==> config.mk <==
export PLATFORM = sky130hd
export DESIGN_NAME = dsp_add_accum
export DESIGN_NICKNAME = d
export VERILOG_FILES = /design/src/rtl/dsp_add_accum.sv
export SDC_FILE = /design/constraint.sdc
export NUM_CORES = 1
export LEC_CHECK = 0
export CAP_MARGIN = 40
export CORE_MARGIN = 2
export CORE_UTILIZATION = 30
export CTS_BUF_LIST = sky130_fd_sc_hd__clkbuf_16
export DETAILED_ROUTE_END_ITERATION = 6
export PLACE_DENSITY = 0.6
export SYNTH_ARGS = -nofsm -noshare
export SYNTH_HDL_FRONTEND = slang
export SYNTH_SLANG_ARGS = --single-unit
==> constraint.sdc <==
create_clock -name clk -period 5.48 [get_ports clk]
set_input_delay 1.096 -clock clk [delete_from_list [all_inputs] [get_ports clk]]
set_output_delay 1.096 -clock clk [all_outputs]
set_load 0.05 [all_outputs]
==> src/rtl/dsp_add_accum.sv <==
// Registered adder / accumulator with valid/ready handshake on both sides.
// S1 holds the operand beat; S2 performs the add and holds result, carry-out and accumulator.
module dsp_add_accum #(
  parameter int unsigned      WIDTH    = 32,
  parameter logic [WIDTH-1:0] ACC_INIT = '0
) (
  input  logic             clk,
  input  logic             reset,
  input  logic             in_valid,
  output logic             in_ready,
  input  logic [WIDTH-1:0] input1,
  input  logic [WIDTH-1:0] input2,
  input  logic             accum,
  input  logic             clear,
  output logic             out_valid,
  input  logic             out_ready,
  output logic [WIDTH-1:0] out,
  output logic             co,
  output logic [WIDTH-1:0] acc
);

  localparam int unsigned Half = WIDTH / 2;
  localparam int unsigned Top  = WIDTH - Half;

  // Stage 1 operand register
  logic             s1_valid_q;
  logic [WIDTH-1:0] s1_in1_q;
  logic [WIDTH-1:0] s1_in2_q;
  logic             s1_accum_q;
  logic             s1_clear_q;

  // Stage 2 result register
  logic             out_valid_q;
  logic [WIDTH-1:0] out_q;
  logic             co_q;
  logic [WIDTH-1:0] acc_q;

  logic             stall;
  logic [WIDTH-1:0] base;
  logic [Half:0]    sum_lo;
  logic [Top:0]     sum_hi;
  logic [WIDTH-1:0] sum;
  logic             sum_co;
  logic             acc_load;

  assign stall    = out_valid_q & ~out_ready;
  assign in_ready = ~stall;

  // Split add mirrors a two-slice DSP mapping: bottom carry-out chains into the top half.
  always_comb begin
    base     = s1_in1_q;
    acc_load = s1_accum_q | s1_clear_q;
    if (s1_clear_q) begin
      base = ACC_INIT;
    end else if (s1_accum_q) begin
      base = acc_q;
    end
    sum_lo = {1'b0, base[Half-1:0]} + {1'b0, s1_in2_q[Half-1:0]};
    sum_hi = {1'b0, base[WIDTH-1:Half]} + {1'b0, s1_in2_q[WIDTH-1:Half]}
           + {{Top{1'b0}}, sum_lo[Half]};
    sum    = {sum_hi[Top-1:0], sum_lo[Half-1:0]};
    sum_co = sum_hi[Top];
  end

  always_ff @(posedge clk) begin
    if (reset) begin
      s1_valid_q  <= 1'b0;
      s1_in1_q    <= '0;
      s1_in2_q    <= '0;
      s1_accum_q  <= 1'b0;
      s1_clear_q  <= 1'b0;
      out_valid_q <= 1'b0;
      out_q       <= '0;
      co_q        <= 1'b0;
      acc_q       <= ACC_INIT;
    end else if (!stall) begin
      s1_valid_q <= in_valid;
      if (in_valid) begin
        s1_in1_q   <= input1;
        s1_in2_q   <= input2;
        s1_accum_q <= accum;
        s1_clear_q <= clear;
      end
      if (s1_valid_q) begin
        out_q       <= sum;
        co_q        <= sum_co;
        out_valid_q <= 1'b1;
        if (acc_load) begin
          acc_q <= sum;
        end
      end else begin
        // out/co keep the last result while idle
        out_valid_q <= 1'b0;
      end
    end
  end

  assign out_valid = out_valid_q;
  assign out       = out_q;
  assign co        = co_q;
  assign acc       = acc_q;

endmodule

After elaboration in Yosys (flattened, before gate mapping)
Index checks and enable logic that the tools add are counted.
{"block": "totals", "regBits": 133, "out_inout_bits": 67}
{"block": "op_classes", "n_reduce_logical": 3, "mux": 3, "add_sub_neg": 3, "bitwise": 4}
{"op": "32-bit 2-to-1 mux", "n": 2}
{"op": "16-bit by 16-bit adder with 17-bit output", "n": 2}
{"op": "17-bit by 1-bit adder with 17-bit output", "n": 1}
{"op": "2-bit AND reduction", "n": 2}
{"op": "3-bit AND reduction", "n": 1}
{"op": "1-bit inverter", "n": 2}
{"op": "1-bit bitwise AND", "n": 1}
{"op": "1-bit 2-to-1 mux", "n": 1}
{"op": "1-bit OR", "n": 1}

Depth between registers and ports, before layout
Gate-level depths: netlist of run 1.
{"block": "depth", "ltp_word": 4, "ltp_mapped": 20, "depth_no_buf": 18}

Least setup slack after synthesis of run 1
No wires, ideal clock.
{"block": "synth_path", "path_kind": "reg2reg", "startpoint": "reg s1_accum_q", "endpoint": "reg acc_q[30], in the netlist acc[30]", "required_ns": 5.348, "path_slack_ns": 0.688, "period_less_slack_ns": 4.792, "arrival_ns": 4.660, "path_stages_with_launch": 21, "cell_sequence": "dfxtp_1 clkbuf_1 clkbuf_1 mux2i_1 nor2_1 ha_1 clkbuf_1 nand4_1 nor2_1 a21oi_1 a31o_2 o21ai_0 a31oi_1 fa_1 fa_1 nor2b_1 o31ai_1 o2111a_1 nor3_1 mux2i_1 a21oi_1"}
{"block": "synth_via", "elab_chain_cells": 4, "word_cells_on_any_way": 7, "cone_classes": "3 x add/sub; 2 x mux; 1 x bitwise; 1 x reduce/logical"}
{"item": "from (decl)", "line_no": "29", "source": "logic s1_accum_q;"}
{"item": "from (signal assigned)", "line_no": "81", "source": "s1_accum_q <= accum;"}
{"item": "32-bit 2-to-1 mux", "line_no": "55", "source": "end else if (s1_accum_q) begin"}
{"item": "32-bit 2-to-1 mux", "line_no": "53", "source": "if (s1_clear_q) begin"}
{"item": "16-bit by 16-bit adder with 17-bit output (on tied branches)", "line_no": "59, 58"}
{"item": "17-bit by 1-bit adder with 17-bit output", "line_no": "60", "source": "+ {{Top{1'b0}}, sum_lo[Half]};"}
{"item": "to (signal assigned)", "line_no": "89", "source": "acc_q <= sum;"}
{"item": "to (decl)", "line_no": "36", "source": "logic [WIDTH-1:0] acc_q;"}
Several ways; a longest one is shown, not always the timed one.
A chain may end at the register's enable or synchronous reset.

Final worst setup path of run 1
Ends and elaborated chain as after synthesis.

==> results of run 1 <==
## cell usage after synthesis, drive strengths merged (2+ instances only)
cell / number / area [µm²]
a21oi: 123 / 616
a211o: 3 / 27.5
and2: 6 / 38.8
o21bai: 3 / 22.5
ha: 31 / 388
o21ai: 15 / 75.1
xnor2: 8 / 70.1
a311oi: 3 / 26.3
mux2i: 35 / 350
a31oi: 5 / 31.3
fa: 3 / 60.1
nor2: 60 / 225
buf: 16 / 88.8
nor3: 6 / 30.0
clkbuf: 45 / 200
nand4: 11 / 68.8
or4: 2 / 15.0
nand2: 198 / 743
o41ai: 3 / 26.3
a221oi: 2 / 35.0
a21o: 13 / 97.6
dfxtp: 133 / 2660
inv: 17 / 63.8
o311ai: 6 / 52.6
xor2: 2 / 17.5
and3: 5 / 31.3
nor2b: 2 / 12.5
o21a: 4 / 37.5
a2111o: 3 / 33.8
o2111ai: 10 / 87.6
nand3: 40 / 200
o2111a: 2 / 22.5
or3: 4 / 25.0
o211ai: 6 / 45.0
a211oi: 14 / 105
o31ai: 6 / 45.0
a21boi: 2 / 15.0
nor3b: 4 / 30.0
or2: 5 / 31.3
## cells by family (layout without fill, tap and decap cells)
logic type	after synthesis	after routing	synth area share
AO/OA/AOI/OAI	227	227	0.211
buffers and inverters	78	194	0.0515
flip-flops	133	133	0.389
AND/OR/NAND/NOR	349	349	0.219
multiplexers	35	35	0.0512
adder cells (fa/ha/maj)	34	34	0.0654
XOR/XNOR	10	10	0.0128
## critical path: stages, from the launching register on
cell	delay, ps
dfxtp_2	660
mux2i_1	250
nor2_1	60
ha_1	480
nand4_1	190
nor2_1	200
a21oi_1	130
a31o_2	290
o21ai_0	150
a31oi_1	130
fa_1	420
fa_1	420
nor2b_1	200
o31ai_1	150
o2111a_1	270
nor3_1	330
mux2i_1	220
a21oi_1	70
## layer usage
layer / part of all wire / vias up / track usage / wire [µm]
met5: 0 / - / 0 / 0
met1: 0.48 / 2943 / 0.222 / 9490
met4: 0.015 / 0 / 0.0511 / 290
li1: - / 3256 / - / -
met3: 0.057 / 20 / 0.0471 / 1130
met2: 0.45 / 157 / 0.255 / 8870
## area by class of cell
type | count | area [µm²] | share of cell area
sequential | 133 | 2660 | 0.297
inverter | 17 | 63.8 | 0.00712
timing repair buffer | 146 | 1470 | 0.164
multi-input combinational | 655 | 3840 | 0.429
tap | 285 | 357 | 0.0398
clock inverter | 14 | 138 | 0.0154
clock buffer | 17 | 425 | 0.0474
## worst paths after layout
check / end / cells after the start
worst min register to register: out[20]$_SDFFE_PP0P_ / 2
worst min-delay path: out[20]$_SDFFE_PP0P_ / 2
worst max register to register: acc[30]$_SDFFE_PP0P_ / 17
worst max-delay path: acc[30]$_SDFFE_PP0P_ / 17
## through the flow
step / hold WS, ps / worst slack [ps]
after floorplan: 436 / 688
after global placement: 443 / 771
after detailed placement: 447 / 712
after CTS: 456 / 685
after global routing: 474 / 240
final: 454 / 707
## registers in the layout, summed over array words and instances, names as in the netlist
| signal | count |
|---|---|
| s1_in1_q | 32 |
| acc | 32 |
| s1_in2_q | 32 |
| s1_clear_q | 1 |
| s1_valid_q | 1 |
| s1_accum_q | 1 |
| out | 32 |
| co | 1 |
| out_valid | 1 |
## power by group
part	switching (W)	total (W)	internal, W	leakage [nW]
clock	0.000436	0.00110	0.000661	0.262
sequential	0.0000383	0.00105	0.00102	1.09
combinational	0.000256	0.000423	0.000166	2.08
total	0.000731	0.00257	0.00184	3.43
==> impl_metrics.json, run 1 <==
{
  "status": "finished clean",
  "setup.worst_path.class": "reg2reg",
  "maxCapViolCount": 0,
  "numClockSinks": 133,
  "async_reset_ff_frac": 0,
  "cts_hold_buf": 0,
  "die_x_um": 155,
  "clk_path_buf_depth": 2,
  "crit_arrival_ps": 5050,
  "numCtsBuffers": 17,
  "final_max_slew_viol_count": 0,
  "finClkSkew_ps": 12.2,
  "critical_path.endpoint_type": "register",
  "clkTransAtPathRegs_ps": 60,
  "max_freq_mhz": 209,
  "setup_viol": 0,
  "crit_required_ps": 5750,
  "grt_max_degree": 85,
  "synth.cell_area_um2": 6850,
  "post_cts_buffers": 0,
  "overflow": 0,
  "grt_pass1_wl_mm": 31.4,
  "ir_drop_v": 0.000144,
  "syn_area_per_cell_um2": 7.90,
  "num_vias": 6376,
  "grt_pass1_vias": 6006,
  "final_area_um2": 8970,
  "syn_nets": 970,
  "holdCritStartpoint": "out[20]$_SDFFE_PP0P_",
  "syn_to_final_growth_pct": 31.0,
  "rows": 55,
  "n_antenna_cell": 0,
  "grt_usage": 0.165,
  "fin_tns_setup_ps": 0,
  "nNetsFinal": 1074,
  "final_cell_count_no_fill": 1267,
  "seq_area_frac_synth": 0.389,
  "start_kind": "register",
  "r2r_start": "s1_accum_q$_SDFFE_PP0P_",
  "die_area_um2": 24000,
  "rsz0062_at_grt": "false",
  "ant_nets": 0,
  "final_core_util": 0.398,
  "tightest_slew_ps": 883,
  "fillCellCount": 2285,
  "gp_routability_congestion": 0.812,
  "viasPerCell": 5.03,
  "power_density_nw_per_um2": 287,
  "cts_root_buf": "clkbuf_16",
  "placed_area_um2": 8400,
  "period_minus_slack_ps": 4770,
  "cts_resized": 0,
  "cp-startpoint": "s1_accum_q$_SDFFE_PP0P_",
  "antenna_found_initial": 0,
  "report.power.total_w": 0.00257,
  "dp_hpwl_mm": 13.8,
  "initial_core_util": 0.304,
  "clock_latency_ps": 430,
  "hold_viol": 0,
  "place_inst": 1236,
  "cts_tree": "built",
  "leakage_nw": 3.43,
  "final_cell_mix": "197 x nand2_1, 135 x clkdlybuf4s50_1, 132 x dfxtp_1, 123 x a21oi_1, 59 x nor2_1",
  "synth_ff_type": "dfxtp_1",
  "ys_types": 59,
  "hold_path.class": "reg2reg",
  "final_common_cell": "nand2_1",
  "io_pins": 137,
  "dr.pass1.iters": 5,
  "syn_inst": 866,
  "wl_per_cell_um": 15.6,
  "max_slew_margin": 0.411,
  "port_buffers": 136,
  "final_layout_size_suffix_gt1_frac": 0.0601,
  "coreArea_um2": 22500,
  "drcViolationCount": 0,
  "synth-edff-count": 0,
  "htreeDepth": 4,
  "yosys_register_bits": 133,
  "ff2ff_setup_slack_ps": 710,
  "critPathMaxFanout": 16,
  "synth_warnings": 0,
  "die_y_um": 155,
  "drtIter0Drc": 408,
  "wirelength_mm": 19.8,
  "period_share": 0.871
}
Power figures use the tool's default switching activity.
==> run 2, diff against run 1 <==
--- a/config.mk
+++ b/config.mk
@@ -11,6 +11,7 @@
 export CTS_BUF_LIST = sky130_fd_sc_hd__clkbuf_16
 export DETAILED_ROUTE_END_ITERATION = 6
 export PLACE_DENSITY = 0.6
+export SKIP_LAST_GASP = 1
 export SYNTH_ARGS = -nofsm -noshare
 export SYNTH_HDL_FRONTEND = slang
 export SYNTH_SLANG_ARGS = --single-unit
==> results of run 2 <==
Same layout as run 1: the final DEF is identical, and so are final timing and power.
==> run 3, diff against run 2 <==
==> constraint.sdc (replaced) <==
create_clock -name clk -period 4.7 [get_ports clk]
set_input_delay 0.94 -clock clk [delete_from_list [all_inputs] [get_ports clk]]
set_output_delay 0.94 -clock clk [all_outputs]
set_load 0.05 [all_outputs]
==> run 3 against run 2 <==
Against the previous run: critical path depth is 1 higher; sequential share of layout area is 0.36 points lower; worst setup slack worse by 530 ps; via count is 0.80% higher; fmax is 5.4% higher; clock skew is 4.3 ps lower; global-route usage is 0.42 points higher; largest power group is now sequential cells.
==> impl_metrics.json, run 3 (synthesized netlist as in run 1, its figures left out) <==
{
  "drcViolationCount": 0,
  "power_density_nw_per_um2": 320,
  "drtIter0Drc": 454,
  "hold_path.class": "reg2reg",
  "crit_arrival_ps": 4800,
  "setup.worst_path.class": "reg2reg",
  "clock_latency_ps": 420,
  "max_freq_mhz": 221,
  "numClockSinks": 133,
  "htreeDepth": 4,
  "overflow": 0,
  "final_cell_mix": "197 x nand2_1, 135 x clkdlybuf4s50_1, 131 x dfxtp_1, 122 x a21oi_1, 59 x nor2_1",
  "wl_per_cell_um": 15.9,
  "holdCritStartpoint": "s1_in1_q[25]$_SDFFE_PP0P_",
  "setup_viol": 0,
  "cts_tree": "built",
  "max_slew_margin": 0.431,
  "port_buffers": 136,
  "num_vias": 6427,
  "critPathMaxFanout": 13,
  "grt_pass1_wl_mm": 32.2,
  "whs_path_depth": 2,
  "critical_path.endpoint_type": "register",
  "coreArea_um2": 22500,
  "die_area_um2": 24000,
  "clk_path_buf_depth": 2,
  "gp_routability_congestion": 0.812,
  "grt_max_degree": 80,
  "holdWs_ps": 453,
  "nNetsFinal": 1091,
  "fin_tns_setup_ps": 0,
  "period_minus_slack_ps": 4530,
  "rows": 55,
  "leakage_nw": 3.55,
  "numCtsBuffers": 17,
  "status": "finished clean",
  "final_max_slew_viol_count": 0,
  "grt_pass1_vias": 6085,
  "die_x_um": 155,
  "die_y_um": 155,
  "final_common_cell": "nand2_1",
  "finClkSkew_ps": 7.92,
  "antenna_found_initial": 0,
  "hold_viol": 0,
  "r2r_cells": 18,
  "n_antenna_cell": 0,
  "ff2ff_setup_slack_ps": 170,
  "r2r_start": "s1_accum_q$_SDFFE_PP0P_",
  "ant_nets": 0,
  "maxCapViolCount": 0,
  "rsz0062_at_grt": "true",
  "dr.pass1.iters": 5,
  "cts_root_buf": "clkbuf_16",
  "dp_hpwl_mm": 14.4,
  "hold_end": "s1_in1_q[25]$_SDFFE_PP0P_",
  "start_kind": "register",
  "initial_core_util": 0.304,
  "grt_usage": 0.169,
  "io_pins": 137,
  "wirelength_mm": 20.4,
  "period_share": 0.963,
  "viasPerCell": 5.01,
  "clkTransAtPathRegs_ps": 50,
  "r2r-end": "acc[30]$_SDFFE_PP0P_",
  "crit_required_ps": 4970,
  "syn_to_final_growth_pct": 32.8,
  "tightest_slew_ps": 853,
  "ir_drop_v": 0.000171,
  "final_layout_size_suffix_gt1_frac": 0.0721
}
-- run 3: cell type report --
class	instances	area (µm²)
clock buffers	17	425
clock inverters	14	82.6
fillers	2275	13400
inverters	17	63.8
multi-input cells	655	3860
flip-flops and latches	133	2670
well taps	285	357
repair buffers	163	1630
-- run 3: worst max path at each step --
stage,from,endpoint,cells after the start
detailed placement,s1_clear_q$_SDFFE_PP0P_,acc[30]$_SDFFE_PP0P_,17
global placement,s1_clear_q$_SDFFE_PP0P_,acc[30]$_SDFFE_PP0P_,17
global route,s1_accum_q$_SDFFE_PP0P_,acc[30]$_SDFFE_PP0P_,18
CTS,s1_clear_q$_SDFFE_PP0P_,acc[30]$_SDFFE_PP0P_,17
floorplan,s1_accum_q$_SDFFE_PP0P_,acc[30]$_SDFFE_PP0P_,20
finish,s1_accum_q$_SDFFE_PP0P_,acc[30]$_SDFFE_PP0P_,18
-- run 3: timing repair --
item                                   CTS  global route
hold buffers                             0             0
endpoints found under the hold margin    0             0
setup endpoints to repair                0            18
resized for setup                        0             5
buffers inserted                         0             8
-- run 3: worst max-delay path, stage by stage, from the launching register on --
cell	delay (ps)
dfxtp_4	460
buf_4	150
mux2i_1	240
nor2_1	80
ha_1	350
o21ai_0	120
nor2_1	180
a21oi_2	100
a31o_2	280
o21ai_0	160
a31oi_1	130
fa_1	430
fa_1	430
nor2b_1	210
o31ai_1	180
o2111a_1	300
nor3_2	270
mux2i_1	220
a21oi_1	70
-- run 3: layer usage --
layer	wire length, µm	GRT usage	up-vias
li1	-	-	3281
met1	9740	0.229	2984
met2	9170	0.259	142
met3	1250	0.0510	20
met4	249	0.0525	0
met5	0	0	-
-- run 3: through the flow --
stage,area (µm²),std cells,power [W],utilization,worst slack (ps)
CTS,9010,1276,0.00294,0.400,34.7
global placement,8390,1240,0.00175,0.373,149
finish,9090,1284,0.00291,0.404,172
global route,9090,1284,0.00305,0.404,-80.7
floorplan,6850,866,0.00157,-,89.0
detailed placement,8500,1245,0.00176,0.378,70.2
-- run 3: power breakdown --
group / total [W] / internal (W) / switching, W / leakage (nW)
Clock: 0.00117 / 0.000699 / 0.000471 / 0.274
Sequential: 0.00123 / 0.00118 / 0.0000426 / 1.09
Combinational: 0.000516 / 0.000208 / 0.000308 / 2.18
